--- config.mk ---
export PLATFORM = sky130hd
export DESIGN_NAME = dac_sample_scheduler
export DESIGN_NICKNAME = d
export VERILOG_FILES = /design/src/rtl/dac_sample_scheduler.sv
export SDC_FILE = /design/constraint.sdc
export NUM_CORES = 1
export LEC_CHECK = 0
export ABC_CLOCK_PERIOD_IN_PS = 3800
export CORE_ASPECT_RATIO = 2
export CORE_UTILIZATION = 58
export DETAILED_ROUTE_END_ITERATION = 16
export HOLD_SLACK_MARGIN = 0.02
export PLACE_DENSITY = 0.84
export RECOVER_POWER = 50
export SLEW_MARGIN = 20
export SYNTH_ARGS = -nofsm -noshare
export SYNTH_HDL_FRONTEND = slang
export SYNTH_SLANG_ARGS = --single-unit
--- constraint.sdc ---
create_clock -name clk -period 3.8 [get_ports clk]
set_clock_uncertainty 0.05 [all_clocks]
set_input_delay 0.76 -clock clk [delete_from_list [all_inputs] [get_ports clk]]
set_output_delay 0.76 -clock clk [all_outputs]
set_load 0.01 [all_outputs]
--- src/rtl/dac_sample_scheduler.sv ---
// dac_sample_scheduler: two source FIFOs feeding a registered DAC code,
// round-robin arbitrated on each PWM window strobe.
// Optional build macro DAC_SCHED_UNDERFLOW_CNT_EN enables the underflow
// window counter; without it underflow_cnt is tied to zero.
module dac_sample_scheduler #(
  parameter int CODE_WIDTH = 3,
  parameter int FIFO_DEPTH = 4
) (
  input  logic                  clk,
  input  logic                  rst_n,
  input  logic                  en,
  input  logic [CODE_WIDTH-1:0] s0_code,
  input  logic                  s0_valid,
  output logic                  s0_ready,
  input  logic [CODE_WIDTH-1:0] s1_code,
  input  logic                  s1_valid,
  output logic                  s1_ready,
  input  logic                  next_sample,
  output logic [CODE_WIDTH-1:0] code,
  output logic                  active_src,
  output logic                  running,
  output logic [15:0]           underflow_cnt
);
  localparam int AW = (FIFO_DEPTH > 1) ? $clog2(FIFO_DEPTH) : 1;
  localparam int CW = AW + 1;
  localparam logic [CW-1:0] FULL_CNT  = CW'(FIFO_DEPTH);
  localparam logic [CW-1:0] PRIME_CNT = CW'(2);

  typedef enum logic [1:0] {IDLE = 2'd0, PRIME = 2'd1, RUN = 2'd2} state_t;

  state_t                state_q, state_d;
  logic [CODE_WIDTH-1:0] code_q, code_d;
  logic                  act_q, act_d;
  logic                  last_q, last_d;

  logic [CODE_WIDTH-1:0] mem_q [2][FIFO_DEPTH];
  logic [AW-1:0]         wr_ptr_q [2];
  logic [AW-1:0]         rd_ptr_q [2];
  logic [CW-1:0]         cnt_q [2];

  logic [CODE_WIDTH-1:0] in_code [2];
  logic [1:0]            in_valid, ready, push, pop;
  logic                  flush, underflow, do_pop, grant;

  assign in_code[0] = s0_code;
  assign in_code[1] = s1_code;
  assign in_valid   = {s1_valid, s0_valid};

  // Ready only reflects pre-edge occupancy; a same-cycle pop does not open a slot.
  assign ready[0] = (state_q != IDLE) && (cnt_q[0] != FULL_CNT);
  assign ready[1] = (state_q != IDLE) && (cnt_q[1] != FULL_CNT);
  assign push     = in_valid & ready;

  assign s0_ready   = ready[0];
  assign s1_ready   = ready[1];
  assign code       = code_q;
  assign active_src = act_q;
  assign running    = (state_q == RUN);

  // Next-state, flush and round-robin pop selection.
  always_comb begin
    state_d   = state_q;
    code_d    = code_q;
    act_d     = act_q;
    last_d    = last_q;
    pop       = '0;
    flush     = 1'b0;
    underflow = 1'b0;
    do_pop    = 1'b0;
    grant     = 1'b0;
    case (state_q)
      IDLE: begin
        if (en) state_d = PRIME;
      end
      PRIME: begin
        if (!en) begin
          state_d = IDLE;
          flush   = 1'b1;
        end else if (next_sample && (cnt_q[0] >= PRIME_CNT || cnt_q[1] >= PRIME_CNT)) begin
          state_d = RUN;
          do_pop  = 1'b1;
        end
      end
      RUN: begin
        if (!en) begin
          state_d = IDLE;
          flush   = 1'b1;
        end else if (next_sample) begin
          do_pop = 1'b1;
        end
      end
      default: state_d = IDLE;
    endcase
    if (flush) begin
      code_d = '0;
      act_d  = 1'b0;
    end
    if (do_pop) begin
      if (cnt_q[0] != '0 && cnt_q[1] != '0) grant = ~last_q;
      else if (cnt_q[0] != '0)              grant = 1'b0;
      else if (cnt_q[1] != '0)              grant = 1'b1;
      else                                  underflow = 1'b1;
      if (!underflow) begin
        pop[grant] = 1'b1;
        code_d     = mem_q[grant][rd_ptr_q[grant]];
        act_d      = grant;
        last_d     = grant;
      end
    end
  end

  // Control state, output code and FIFO pointers/counts.
  always_ff @(posedge clk or negedge rst_n) begin
    if (!rst_n) begin
      state_q <= IDLE;
      code_q  <= '0;
      act_q   <= 1'b0;
      last_q  <= 1'b1;
      for (int s = 0; s < 2; s++) begin
        wr_ptr_q[s] <= '0;
        rd_ptr_q[s] <= '0;
        cnt_q[s]    <= '0;
      end
    end else begin
      state_q <= state_d;
      code_q  <= code_d;
      act_q   <= act_d;
      last_q  <= last_d;
      for (int s = 0; s < 2; s++) begin
        if (flush) begin
          wr_ptr_q[s] <= '0;
          rd_ptr_q[s] <= '0;
          cnt_q[s]    <= '0;
        end else begin
          if (push[s]) wr_ptr_q[s] <= wr_ptr_q[s] + 1'b1;
          if (pop[s])  rd_ptr_q[s] <= rd_ptr_q[s] + 1'b1;
          cnt_q[s] <= cnt_q[s] + CW'(push[s]) - CW'(pop[s]);
        end
      end
    end
  end

  // Sample storage; contents are don't-care until pushed, so no reset.
  always_ff @(posedge clk) begin
    for (int s = 0; s < 2; s++) begin
      if (push[s]) mem_q[s][wr_ptr_q[s]] <= in_code[s];
    end
  end

`ifdef DAC_SCHED_UNDERFLOW_CNT_EN
  logic [15:0] ucnt_q;

  // Saturating count of strobed windows that found both FIFOs empty.
  always_ff @(posedge clk or negedge rst_n) begin
    if (!rst_n) begin
      ucnt_q <= '0;
    end else if (underflow && ucnt_q != 16'hFFFF) begin
      ucnt_q <= ucnt_q + 16'd1;
    end
  end

  assign underflow_cnt = ucnt_q;
`else
  logic unused_underflow;
  assign unused_underflow = underflow;
  assign underflow_cnt    = '0;
`endif

endmodule
Word-level counts from Yosys, hierarchy flattened
Memory sizes are Yosys's and may differ from the RTL's.
Index checks and enable logic that the tools add are counted.
{"block": "totals", "ramBits": 24, "regBits": 21, "elab_cells": 116, "mem_bits_ro": 0, "output_inout_bits": 23, "latchBits": 0, "inputBits": 12, "mem_count": 1}
{"name": "mem_q", "depth": 2, "word_bits": 12, "read_ports": 1, "rd_clocked_by_memory_dff": 0, "write_ports": 2, "line": "36", "text": "logic [CODE_WIDTH-1:0] mem_q [2][FIFO_DEPTH];"}
{"block": "classes", "div": 0, "add_sub_neg": 8, "multipliers": 0, "n_shift": 0, "n_lt_le_gt_ge": 10, "n_reduce_logical": 19, "eq_ne": 7, "bitwise_logic": 7, "n_mux": 54}
{"cell": "2-bit two-way mux", "count": 17}
{"cell": "3-bit two-way mux", "count": 9}
{"cell": "12-bit two-way mux", "count": 2}
{"cell": "1-bit two-way mux", "count": 20}
{"cell": "3-bit demux with 2-bit select", "count": 2}
{"cell": "2-bit nonzero test", "count": 5}
{"cell": "3-bit >= comparator (second input constant)", "count": 3}
{"cell": "3-bit inequality test (second input constant)", "count": 3}
{"cell": "2-bit NOT with 3-bit output", "count": 3}
{"cell": "2-bit by 1-bit adder with 2-bit output (second input constant)", "count": 4}
{"cell": "1-bit logical AND", "count": 7}
{"cell": "3-bit by 1-bit adder with 3-bit output", "count": 2}
{"cell": "3-bit binary-select mux with 2-bit select", "count": 1}
{"cell": "3-bit by 2-bit >= comparator with 1-bit output (second input constant)", "count": 2}
{"cell": "3-bit by 1-bit < comparator with 1-bit output (second input constant)", "count": 2}
{"cell": "2-bit case mux with 3 select lines", "count": 1}
{"cell": "3-bit nonzero test", "count": 2}
{"cell": "3-bit by 1-bit subtractor with 3-bit output", "count": 2}
{"cell": "2-bit inequality test (second input constant)", "count": 2}
{"cell": "3-bit AND reduction", "count": 1}
{"cell": "2-bit AND", "count": 1}
{"cell": "2-bit by 1-bit == test with 1-bit output (second input constant)", "count": 1}
{"cell": "2-bit == test (second input constant)", "count": 1}
{"cell": "2-bit >= comparator (second input constant)", "count": 1}
{"cell": "10 further kinds", "count": 11}

Logic depth before layout (Yosys ltp)
{"block": "depth", "word_depth": 17, "ltp_mapped": 11, "depth_no_buf": 11}

Least setup slack after synthesis
No wires, ideal clock.
{"block": "synth_path", "kind": "register to register", "from": "register state_q[1]", "to": "register cnt_q[5] (netlist bit)", "path_stages_with_launch": 12, "n_path_buf": 1, "setup_ns": 0.132, "period_less_slack_ns": 2.449, "t_required_ns": 3.618, "t_arrival_ns": 2.267, "path_slack_ns": 1.351, "path_cell_list": "dfrtp_1 inv_1 ha_1 clkbuf_1 a211oi_2 inv_1 ha_1 inv_1 ha_1 fa_1 xor2_1 nor2_1"}
{"block": "synth_via", "elab_chain_cells": 6, "elab_cells_between_ends": 12, "cone_classes": "add/sub: 2; eq/ne: 2; mux: 4; bitwise: 1; reduce/logical: 3"}
{"item": "from (decl)", "line": "31", "text": "state_t state_q, state_d;"}
{"item": "from (signal assigned)", "line": "125", "text": "state_q <= state_d;"}
{"item": "2-bit nonzero test", "line": "50", "text": "assign ready[0] = (state_q != IDLE) && (cnt_q[0] != FULL_CNT);"}
{"item": "1-bit logical AND", "line": "50"}
{"item": "2-bit AND", "line": "52", "text": "assign push = in_valid & ready;"}
{"item": "3-bit by 1-bit adder with 3-bit output", "line": "137", "text": "cnt_q[s] <= cnt_q[s] + CW'(push[s]) - CW'(pop[s]);"}
{"item": "3-bit by 1-bit subtractor with 3-bit output", "line": "137"}
{"item": "3-bit two-way mux (*)", "line": "130", "text": "if (flush) begin"}
{"item": "to (signal, indexed assignment)", "line": "137"}
{"item": "to (decl)", "line": "39", "text": "logic [CW-1:0] cnt_q [2];"}
Every way passes the cells marked *; elsewhere a longest branch is shown, timed or not.
A chain may end at the register's enable or synchronous reset.

Worst setup path in the final report
{"block": "layout_path", "from": "input port s1_valid", "to": "register cnt_q[2] (netlist bit)"}
{"block": "layout_via", "elab_chain_cells": 4}
{"item": "from (decl)", "line": "16", "text": "input logic s1_valid,"}
{"item": "2-bit AND", "line": "52"}
{"item": "3-bit by 1-bit adder with 3-bit output", "line": "137"}
{"item": "3-bit by 1-bit subtractor with 3-bit output", "line": "137"}
{"item": "3-bit two-way mux", "line": "130"}
Every way passes these cells.

==> qor.csv <==
metric,value,unit
outcome,"finished, final reports clean",
crit_slowest_cell,a211oi_1,
hold_viol,0,
whs,0.473,ns
cp_common_cell,inv_1,
grt_use_total,21.8,%
grtUsageMet2,38.6,%
final_common_cell,edfxtp_1,
die_area,0.00441,mm2
clock_sinks,45,
syn_avg_cell_area,12.8,um2
post_drt_wl_per_cell,16.1,um
worstPathCellList,clkdlybuf4s50_1 -> inv_1 -> a211oi_1 -> inv_1 -> ha_1 -> inv_1 -> ha_1 -> fa_1 -> xor2_1 -> nor2_1,
final_cell_area,0.00263,mm2
cpLargestDelayFamily,adder cells,
routabilityCongestion,0.873,
cts.clk_slew.worst_paths,0.08,ns
vias_per_cell,5.39,
postCtsSetupRepairBufs,0,
worst_pin_slew,1.17,ns
rr_worst_depth,10,
power_density,687,mW/mm2
grt_util_met1,19.6,%
detail-route-antenna-nets,0,
hold_path_class,flip-flop to flip-flop,
cp_max_fo,7,
finalWirelength,4170,um
seq_area_frac_synth,52.0,%
setup_slack,0.803,ns
initial_utilization,61.1,%
final_cell_mix,"edfxtp_1, dfrtp_1, inv_1",
drcViolationCount,0,
power,0.00181,W
busiest_layer,met2,
drive_gt1_share,10.1,%
grt_max_degree,22,
path_class,primary input to flip-flop,
yosysTopAreaCell,edfxtp_1,
final.setup.tns,0,ns
vias,1395,
core.rowCount,32,
drv_cap,0,
synth_ff_type,edfxtp_1,
die_w,47.5,um
synth_seq_cells,45,
async_flop_share,46.7,%
postCtsHoldBufs,0,
grt_pass1_wl,6510,um
dpl_cell_area,0.00256,mm2
required,3.91,ns
cts_tree,yes,
cts_max_level,2,
clockRootBuffer,clkbuf_8,
syn_inst,187,
io_pins,35,
cts_buffers,5,
drt_iter0_drc,30,
die_h,92.9,um
grtUsageMet3,2.73,%
maxSlewHeadroom,22.2,%
synth_top_cell_area_share,30.0,%
syn-cell-area,0.00240,mm2
period_needed,3.00,ns
rsz0062_at_grt,no,
cp_num_cells,10,
grt_pass1_vias,1431,
io_buffers,18,
cp.arrival,3.11,ns
grt_remaining_overflow,0,
ctsResizeCount,0,
slowest_delay,0.63,ns
synth_edf_count,24,
peakVddDrop,481,uV
yosysUniqueCellTypes,39,
worstSetupEndpointType,flip-flop,
n_antenna_cell,0,
fin_nets,238,
fmax,334,MHz
yosys_warnings,0,
insertion_delay,0.29,ns
hold_depth,2,
dp_hpwl,3290,um
synthTopCellsByArea,"edfxtp_1, dfrtp_1, ha_1",
timing.final.crit_share,78.9,%
maxSlewViolCount,0,
antenna_found_initial,0,
coreArea,0.00392,mm2
startpoint_type,primary input,
setup_viol,0,
area_growth,9.75,%
crit_buf_inv,4,
total_leakage_power,1.09,nW
preCtsSetupSlack,0.669,ns
first_pass_iters,4,
cts_buffer_depth,2,
[synth_stat cells, drive strengths merged, types with 2 or more instances]
library cell,n
edfxtp,24
dfrtp,20
inv,18
ha,17
buf,16
and2,13
mux2i,12
nand2,10
nor2,10
mux4,6
a21oi,4
clkbuf,4
o21ai,4
a211oi,3
fa,2
nand2b,2
nor3,2
o211ai,2
o31ai,2
xnor2,2
xor2,2
[cell families (layout without fill, tap and decap cells)]
kind of cell | count (synthesis) | count (layout) | synth area share, %
xor gates and xnor gates | 4 | 4 | 1.46
AOI/OAI and AO/OA | 19 | 19 | 6.31
and+or+nand+nor | 43 | 43 | 10.4
adders and majority gates | 19 | 19 | 10.5
other | 1 | 16 | 0.156
DFF | 45 | 45 | 52.0
muxes | 18 | 18 | 10.6
buffers and inverters | 38 | 44 | 8.50
[worst paths after layout]
path,end,start,slack [ns]
min reg2reg,active_src$_DFF_PN0_,active_src$_DFF_PN0_,0.47
max reg2reg,cnt_q[2]$_DFF_PN0_,state_q[1]$_DFFE_PN0P_,0.86
max in group asynchronous,active_src$_DFF_PN0_,rst_n,2.38
min,active_src$_DFF_PN0_,active_src$_DFF_PN0_,0.47
max,cnt_q[2]$_DFF_PN0_,s1_valid,0.80
min in group asynchronous,cnt_q[3]$_DFF_PN0_,rst_n,0.62
[final cells by class]
| class | count | area, um2 |
|---|---|---|
| Fill cell | 299 | 1290 |
| Sequential cell | 45 | 1250 |
| Multi-Input combinational cell | 119 | 998 |
| Timing Repair Buffer | 18 | 174 |
| Clock buffer | 5 | 68.8 |
| Inverter | 18 | 67.6 |
| Tap cell | 51 | 63.8 |
| Clock inverter | 3 | 12.5 |
[registers in the layout, summed over array words and instances, names as in the netlist]
name        flops
mem_q          24
cnt_q           6
rd_ptr_q        4
wr_ptr_q        4
code            3
state_q         2
active_src      1
last_q          1
[worst register-to-register path, cell delays in order, from the launching register on]
cell,delay [ns]
dfrtp_1,0.41
inv_1,0.10
ha_1,0.31
a211oi_1,0.72
inv_1,0.11
ha_1,0.31
inv_1,0.04
ha_1,0.18
fa_1,0.37
xor2_1,0.15
nor2_1,0.05
[layer usage]
layer	routed length, um	vias up
met5	0	-
met4	252	0
met2	2400	36
met1	1420	692
li1	-	652
met3	104	15
[stage by stage]
stage          util [%]  instances
2_1_floorplan         -        202
3_3_place_gp       65.3        251
3_5_place_dp       65.3        251
4_1_cts            67.4        259
5_1_grt            67.1        259
6_report           67.1        259
[power by group]
group          switching [W]  internal (W)
combinational       0.000410      0.000359
clock               0.000152      0.000124
sequential          0.000122      0.000642
No activity file was read; power rests on OpenSTA's default activity.
